`config.mk`:
```
export PLATFORM = sky130hd
export DESIGN_NAME = demux8_dispatch
export DESIGN_NICKNAME = d
export VERILOG_FILES = /design/src/rtl/demux8_dispatch.sv
export SDC_FILE = /design/constraint.sdc
export NUM_CORES = 1
export LEC_CHECK = 0
export ABC_AREA = 0
export BUFFER_PORTS_ARGS = -buffer_cell sky130_fd_sc_hd__buf_2
export CORE_MARGIN = 8
export CORE_UTILIZATION = 45
export CTS_BUF_LIST = sky130_fd_sc_hd__clkbuf_2
export CTS_CLUSTER_SIZE = 28
export DETAILED_ROUTE_END_ITERATION = 10
export PLACE_DENSITY = 0.83
export SLEW_MARGIN = 20
export SYNTH_ARGS = -nofsm -noshare
export SYNTH_HDL_FRONTEND = slang
export SYNTH_SLANG_ARGS = --single-unit
```
`constraint.sdc`:
```
create_clock -name clk -period 2.6 [get_ports clk]
set_input_delay 0 -clock clk [delete_from_list [all_inputs] [get_ports clk]]
set_output_delay 0 -clock clk [all_outputs]
set_load 0.01 [all_outputs]
```
`src/rtl/demux8_dispatch.sv`:
```
// rtl/demux8_dispatch.sv - registered 1-to-8 beat dispatcher with one-entry hold and drop counter
module demux8_dispatch #(
    parameter int WIDTH = 16,
    parameter int CNT_W = 8
) (
    input  logic             clk,
    input  logic             reset_n,
    input  logic             in_valid,
    output logic             in_ready,
    input  logic [WIDTH-1:0] in_data,
    input  logic [2:0]       in_sel,
    input  logic [7:0]       en_mask,
    input  logic             flush,
    input  logic             clr_drop,
    output logic [7:0]       out_valid,
    input  logic [7:0]       out_ready,
    output logic [WIDTH-1:0] out_data,
    output logic [2:0]       out_sel,
    output logic [CNT_W-1:0] drop_cnt
);

    typedef enum logic {EMPTY = 1'b0, FULL = 1'b1} state_t;

    state_t           state, state_next;
    logic [WIDTH-1:0] hold_data;
    logic [2:0]       hold_sel;
    logic             full;
    logic             drain;
    logic             accept;
    logic             load;
    logic             drop;

    assign full  = (state == FULL);
    assign drain = full && out_ready[hold_sel];

    // Ready depends combinationally on the held channel's out_ready so a
    // draining beat can be replaced in the same cycle.
    assign in_ready = !flush && (!full || drain);
    assign accept   = in_valid && in_ready;
    assign load     = accept && en_mask[in_sel];
    assign drop     = accept && !en_mask[in_sel];

    assign out_valid = full ? (8'b1 << hold_sel) : 8'b0;
    assign out_data  = hold_data;
    assign out_sel   = hold_sel;

    always_ff @(posedge clk or negedge reset_n) begin
        if (!reset_n) begin
            state <= EMPTY;
        end else begin
            state <= state_next;
        end
    end

    always_comb begin
        state_next = state;
        if (flush) begin
            state_next = EMPTY;
        end else if (load) begin
            state_next = FULL;
        end else if (drain) begin
            state_next = EMPTY;
        end
    end

    always_ff @(posedge clk or negedge reset_n) begin
        if (!reset_n) begin
            hold_data <= '0;
            hold_sel  <= '0;
        end else if (load) begin
            hold_data <= in_data;
            hold_sel  <= in_sel;
        end
    end

    // Clear takes precedence over a coincident drop; the count saturates.
    always_ff @(posedge clk or negedge reset_n) begin
        if (!reset_n) begin
            drop_cnt <= '0;
        end else if (clr_drop) begin
            drop_cnt <= '0;
        end else if (drop && (drop_cnt != {CNT_W{1'b1}})) begin
            drop_cnt <= drop_cnt + CNT_W'(1);
        end
    end

endmodule

```
Yosys cells after proc, flatten, opt, wreduce, memory -nomap -nowiden:

Cells that the tools add are included.

* register bits after elaboration: 28
* input bits: 40
* output and inout bits: 36
* word-level logic and storage cells: 31

* add/sub/neg operators: 1
* magnitude comparators: 2
* eq/ne operators: 1
* shift-type cells: 1
* muxes and demuxes: 10
* reductions and logical operators: 12

Operators by type and width (number)
* 8-bit two-way mux: 3
* 8-bit by 1-bit adder with 8-bit output (second input constant): 1
* 3-bit by 4-bit < comparator with 1-bit output (second input constant): 2
* 8-bit inequality test (second input constant): 1
* 1-bit by 3-bit << shifter with 8-bit output (first input constant): 1
* 1-bit binary-select mux with 3-bit select: 2
* 1-bit logical AND: 6
* 1-bit two-way mux: 5
* 1-bit zero test: 3
* 3-bit nonzero test: 1
* 2-bit nonzero test: 1
* 1-bit logical OR: 1

Depth between registers and ports, before layout:

Gate-level depths: netlist (run 1).

* depth after elaboration: 10
* mapped depth: 7
* mapped depth without buffers: 6

Least setup slack after synthesis (run 1):

Ideal clock, no wire load.

* path kind: reg-to-reg
* start point: reg hold_sel[1] (netlist: out_sel[1])
* end point: reg hold_data[10] (netlist: out_data[10])
* setup time: 125 ps
* arrival time: 1996 ps
* data required time: 2475 ps
* setup slack: 479 ps
* stages on the path, launching flop included: 8
* clock period less this slack: 2121 ps
* cells stage by stage: dfrtp_1 > buf_4 > mux2i_1 > o2111ai_1 > nand4b_2 > nor2_4 > buf_4 > mux2_2

* word-level cells in the longest chain between the ends: 7

RTL lines
* start, declared: line 26 `logic [2:0] hold_sel;`
* start signal, assigned: line 72 `hold_sel <= in_sel;`
* 1-bit binary-select mux with 3-bit select: line 34 `assign drain = full && out_ready[hold_sel];`
* 1-bit two-way mux (not written as such): line 34
* 1-bit logical AND: line 34
* 1-bit logical OR: line 38 `assign in_ready = !flush && (!full || drain);`
* 1-bit logical AND: line 38
* 1-bit logical AND: line 39 `assign accept = in_valid && in_ready;`
* 1-bit logical AND: line 40 `assign load = accept && en_mask[in_sel];`
* end signal, assigned: line 71 `hold_data <= in_data;`
* end, declared: line 25 `logic [WIDTH-1:0] hold_data;`

Every way passes these cells. The select of a mux whose other input is x is not followed.
A chain may end at the register's enable or synchronous reset.

Worst setup path in the final report (run 1):

* start point: reg hold_sel[1] (netlist: out_sel[1])
* end point: reg hold_data[11] (netlist: out_data[11])

Same word-level chain as after synthesis.

==> results of run 1 <==
-- synth_stat cells, types with 2 or more instances --
cell type and instances:
mux2_2 20, a21oi_1 5, inv_1 2, dfrtp_1 28, o31ai_1 3, nor2b_1 4
nor3_1 3, nand2_1 5, nand3_1 5, or4_1 3, nand2b_1 2, o21ai_0 2
nor2_1 7, o22ai_1 2, buf_4 2, mux2i_1 5, mux4_1 3, or3_1 2
and2_1 2
-- cell families after synthesis --
group | synth area share [%]
buffers and inverters | 3.09
flip-flops | 46.8
multiplexers | 25.2
AO/OA/AOI/OAI | 6.52
AND/OR/NAND/NOR | 17.6
adder cells (fa/ha/maj) | 0.836
-- metrics by stage --
stage                     hold WS [ns]  area [um^2]
after floorplan                 -0.296         1500
after global placement          0.0475         1930
after detailed placement        0.0510         1930
after CTS                       0.0831         2190
after global routing            0.0829         2190
final                           0.0769         2190
-- registers in the layout (all words and copies together) (netlist names) --
register,flops
drop_cnt,8
full,1
out_data,16
out_sel,3
-- report_power, final --
part	internal, W	total (W)	switching, W	leakage, nW
sequential	0.000553	0.000649	0.0000960	0.350
combinational	0.000278	0.000525	0.000247	0.678
clock	0.000132	0.000265	0.000133	0.0266
-- routing by layer --
layer  global-route usage, %  up-vias  routed length [um]
met5                       0        -                   0
met4                    5.99        0                  42
met3                    5.05        2                 414
met2                    28.0       51                2210
met1                    17.5      680                1650
li1                        -      661                   -
-- path summary, 6_finish.rpt --
kind	start	endpoint	slack (ns)	cells after the start
max reg2reg	out_sel[1]	out_data[11]	0.29	6
min	out_ready[5]	full	0.08	5
max	out_sel[1]	out_data[11]	0.29	6
max in group asynchronous	reset_n	out_sel[0]	2.06	2
min in group asynchronous	reset_n	drop_cnt[1]	0.14	2
min reg2reg	out_data[1]	out_data[1]	0.54	1
-- area by class of cell --
class                           count  area [um^2]
Fill cell                         273         1070
Multi-Input combinational cell     88          749
Sequential cell                    28          701
Timing Repair Buffer              100          631
Tap cell                           46         57.6
Clock inverter                      1         30.0
Clock buffer                        3         15.0
Inverter                            2         7.51
-- what timing repair did --
| item | 4_1_cts | 5_1_grt |
|---|---|---|
| endpoints found under the setup margin | 0 | 0 |
| hold buffers | 22 | 0 |
| buffers inserted | 0 | 0 |
| hold endpoints to repair | 53 | 0 |
-- worst register-to-register path: cells and delay by family, from the launching register on --
kind,cells,cell delay (ns)
and+or+nand+nor,2,0.68
AOI/OAI and AO/OA,1,0.28
DFF,1,0.60
buffers and inverters,1,0.19
muxes,2,0.49
==> results.cfg, run 1 <==
[sta]
period_share_pct = 88.9
slew_headroom_pct = 57.7
setup_tns_ns = 0
finalWorstSetupSlack_ns = 0.289
rsz0062_at_grt = no
setup_viol_count_final = 0
hold_violations = 0
skew_ns = 0.00470
fmax_mhz = 433
final.min_clock_period_ns = 2.31
slew_violations = 0
worst_pin_slew_ns = 0.634

[global_route]
grt-ovfl-total = 0
first_global_vias = 1449
grt_usage_pct = 16.0
antenna_found_initial = 0
grt_pass1_wl_um = 6820
grt_max_degree = 29

[run]
maxCapViolations = 0

[floorplan]
fp.coreArea_um2 = 3260
start_util_pct = 45.9
fp.dieW_um = 73.7
fp.dieH_um = 73.7
rows = 21
dieArea_um2 = 5430
ios = 76

[worst_setup_path]
cpLargestDelayFamily = simple AND/OR/NAND/NOR gates
crit_slowest_cell = dfrtp_1
path_cells = mux2i_1 -> o2111a_1 -> nand4b_2 -> nor2_4 -> buf_12 -> mux2_2
arrival_ns = 2.60
path_max_fanout = 12
critical_path_class = flop to flop
cp.required_ns = 2.89
worst-path-buf-inv = 1
cpPeakStageDelay_ns = 0.60
worstSetupStartpointType = flop
critPathCaptureType = flop

[clock_tree]
cts.htree.levels = 1
cts-buffers-inserted = 3
path_clk_slew_ns = 0.27
cts.sinks = 28
cts_tree = yes
cts_max_path_buffers = 2
cts_resized = 0
clkLatencyLatePin_ns = 0.36
ctsRootBufferMaster = clkbuf_2

[place]
dp_slack_ns = 0.318
dpl.cell_count = 242
gp_congestion = 0.801
dp_hpwl_um = 3080
port_buffers = 75

[cells_and_area]
diodes = 0
layout_common_cells = buf_2 (75), dfrtp_1 (28), dlygate4sd3_1 (22)
post-route-util_pct = 67.2
final_common_cell = buf_2
area_delta_synth_final_pct = 46.4
nNetsFinal = 264
final_cells = 268
drive_gt1_share_pct = 48.2

[synth]
post_synth_main_area_contributors = dfrtp_1 (47%), mux2_2 (15%), mux4_1 (5.3%)
synth_cells = 122
synth_edf_count = 0
syn_area_per_cell_um2 = 12.3
synth_warnings = 0
yosys.cell_types.count = 36
synth_top_area_share_pct = 46.8
synth_area_leader_cell = dfrtp_1
synth_nets = 163
synth-seq-cells = 28
netlist_area_um2 = 1500
synthArstFlopShare_pct = 100
ys_seq_area_share_pct = 46.8
synth_top_flop_cell = dfrtp_1

[detailed_routing]
drt_iter0_drc = 55
wl_um = 4310
first_pass_iters = 4
dr_total_vias = 1394
wl_per_cell_um = 16.1
drtAntennaViolNets = 0
routed_via_density = 5.20
drcViolationCount = 0

[power_and_ir_drop]
total_power_w = 0.00144
ir_drop_uv = 424
power.leakage_nw = 1.05
p_per_area_nw_per_um2 = 657

[min_path]
hold_path_class = input port to flop

[run_status]
status = finished clean
Note: power is estimated with default switching activity, not from simulation.
==> run 2: changes to the inputs <==
CORE_MARGIN = default   (was 8)
CORE_UTILIZATION = 47   (was 45)
PLACE_DENSITY = 0.86   (was 0.83)
RECOVER_POWER = 50   (was default)
==> run 2 against run 1 <==
Flip-flop and latch count did not move. Via count fell by 1.8%. Non-clock buffer count fell by 1. Clock power fell by 41%. Power fell by 10%. Sequential power barely moved. Hold slack improved by 0.060 ns. Utilization rose by 3.1 points. Final area fell by 2.7%. Largest power group unchanged.
==> results.cfg, run 2 (synthesis results as in run 1) <==
[run_status]
status = finished clean

[cells_and_area]
largest_register_ff_count = 16
drive_gt1_share_pct = 38.9
nNetsFinal = 263
diodes = 0
layout_common_cells = buf_2 (56), dfrtp_1 (28), dlygate4sd3_1 (22)
area_delta_synth_final_pct = 42.4
final_common_cell = buf_2
design_area_um2 = 2130

[worst_setup_path]
crit_slowest_cell = dfrtp_1
arrival_ns = 2.52
critical_path_class = flop to flop
worstSetupStartpointType = flop
cp.required_ns = 2.86
path_max_fanout = 19
critPathCaptureType = flop
cpPeakStageDelay_ns = 0.53
path_cells = mux2i_1 -> o2111a_1 -> nand4b_2 -> nor2_4 -> buf_12 -> mux2_2

[floorplan]
fp.dieH_um = 58.4
fp.coreArea_um2 = 3030
dieArea_um2 = 3410
rows = 20
start_util_pct = 49.4
ios = 76
fp.dieW_um = 58.4

[detailed_routing]
drtAntennaViolNets = 0
drt_iter0_drc = 54
wl_per_cell_um = 14.2
drcViolationCount = 0
dr_total_vias = 1369
first_pass_iters = 4
wl_um = 3750
routed_via_density = 5.17

[power_and_ir_drop]
power.leakage_nw = 0.980
p_per_area_nw_per_um2 = 608
total_power_w = 0.00130
ir_drop_uv = 477

[global_route]
grt_pass1_wl_um = 5870
antenna_found_initial = 0
grt-ovfl-total = 0
grt_usage_pct = 23.1
grt_max_degree = 29
first_global_vias = 1255

[clock_tree]
cts_resized = 0
cts_tree = yes
ctsRootBufferMaster = clkbuf_2
cts-buffers-inserted = 3
cts.sinks = 28
path_clk_slew_ns = 0.26
cts.htree.levels = 1
cts_max_path_buffers = 2
clkLatencyLatePin_ns = 0.35

[sta]
skew_ns = 0.0125
fmax_mhz = 444
slew_headroom_pct = 2.00
final.min_clock_period_ns = 2.25
period_share_pct = 86.7
rsz0062_at_grt = no
setup_viol_count_final = 0
worst_pin_slew_ns = 1.47
hold_violations = 0
setup_tns_ns = 0
slew_violations = 0

[place]
dpl-instance-area_um2 = 1920
port_buffers = 75
gp_congestion = 0.840
dp_hpwl_um = 2470

[min_path]
hold_path_class = input port to flop

[run]
maxCapViolations = 0
run 2: worst paths after layout:
kind                              start     endpoint  slack, ns  depth (start not counted)
hold reg to reg             out_data[2]  out_data[2]       0.54                          1
max in group asynchronous       reset_n  drop_cnt[5]       1.25                          2
min in group asynchronous       reset_n  out_data[2]       0.50                          2
hold / removal             out_ready[5]         full       0.14                          5
setup / recovery             out_sel[1]  out_data[0]       0.35                          6
setup reg to reg             out_sel[1]  out_data[0]       0.35                          6
run 2: timing repair:
item / in CTS / in global routing
hold endpoints to repair: 53 / 0
buffers inserted: 0 / 0
hold buffers: 22 / 0
run 2: cell type report:
cell class | count | area (um^2)
multi-input cells | 88 | 749
well taps | 44 | 55.1
flip-flops and latches | 28 | 701
repair buffers | 99 | 599
clock inverters | 1 | 3.75
clock buffers | 3 | 15.0
fillers | 235 | 897
inverters | 2 | 7.51
run 2: per-layer routing:
layer  vias to the layer above  part of all wire, %  GRT usage (%)
li1                        658                    -              -
met1                       636                   40           26.6
met2                        58                   50           39.9
met3                        17                  5.4           4.62
met4                         0                  5.4           13.6
met5                         -                    0              0
run 2: worst max-delay path: cells and delay by family, from the launching register on:
kind	cells	cell delay, ns
AO/OA/AOI/OAI	1	0.27
buffers and inverters	1	0.17
flip-flops	1	0.53
multiplexers	2	0.52
AND/OR/NAND/NOR	2	0.66
run 2: report_power, final:
| group | total, W | internal [W] | switching [W] |
|---|---|---|---|
| combinational | 0.000491 | 0.000248 | 0.000243 |
| sequential | 0.000647 | 0.000553 | 0.0000941 |
| clock | 0.000157 | 0.0000334 | 0.000123 |
| total | 0.00130 | 0.000835 | 0.000460 |
run 2: stage by stage:
step	hold slack (ns)	util, %	setup WS (ns)	instances
detailed placement	0.0539	63.3	0.388	239
finish	0.137	70.4	0.346	265
CTS	0.132	71.2	0.357	265
global route	0.115	70.4	0.211	265
global placement	0.0529	63.3	0.448	239
floorplan	-0.296	-	0.479	122
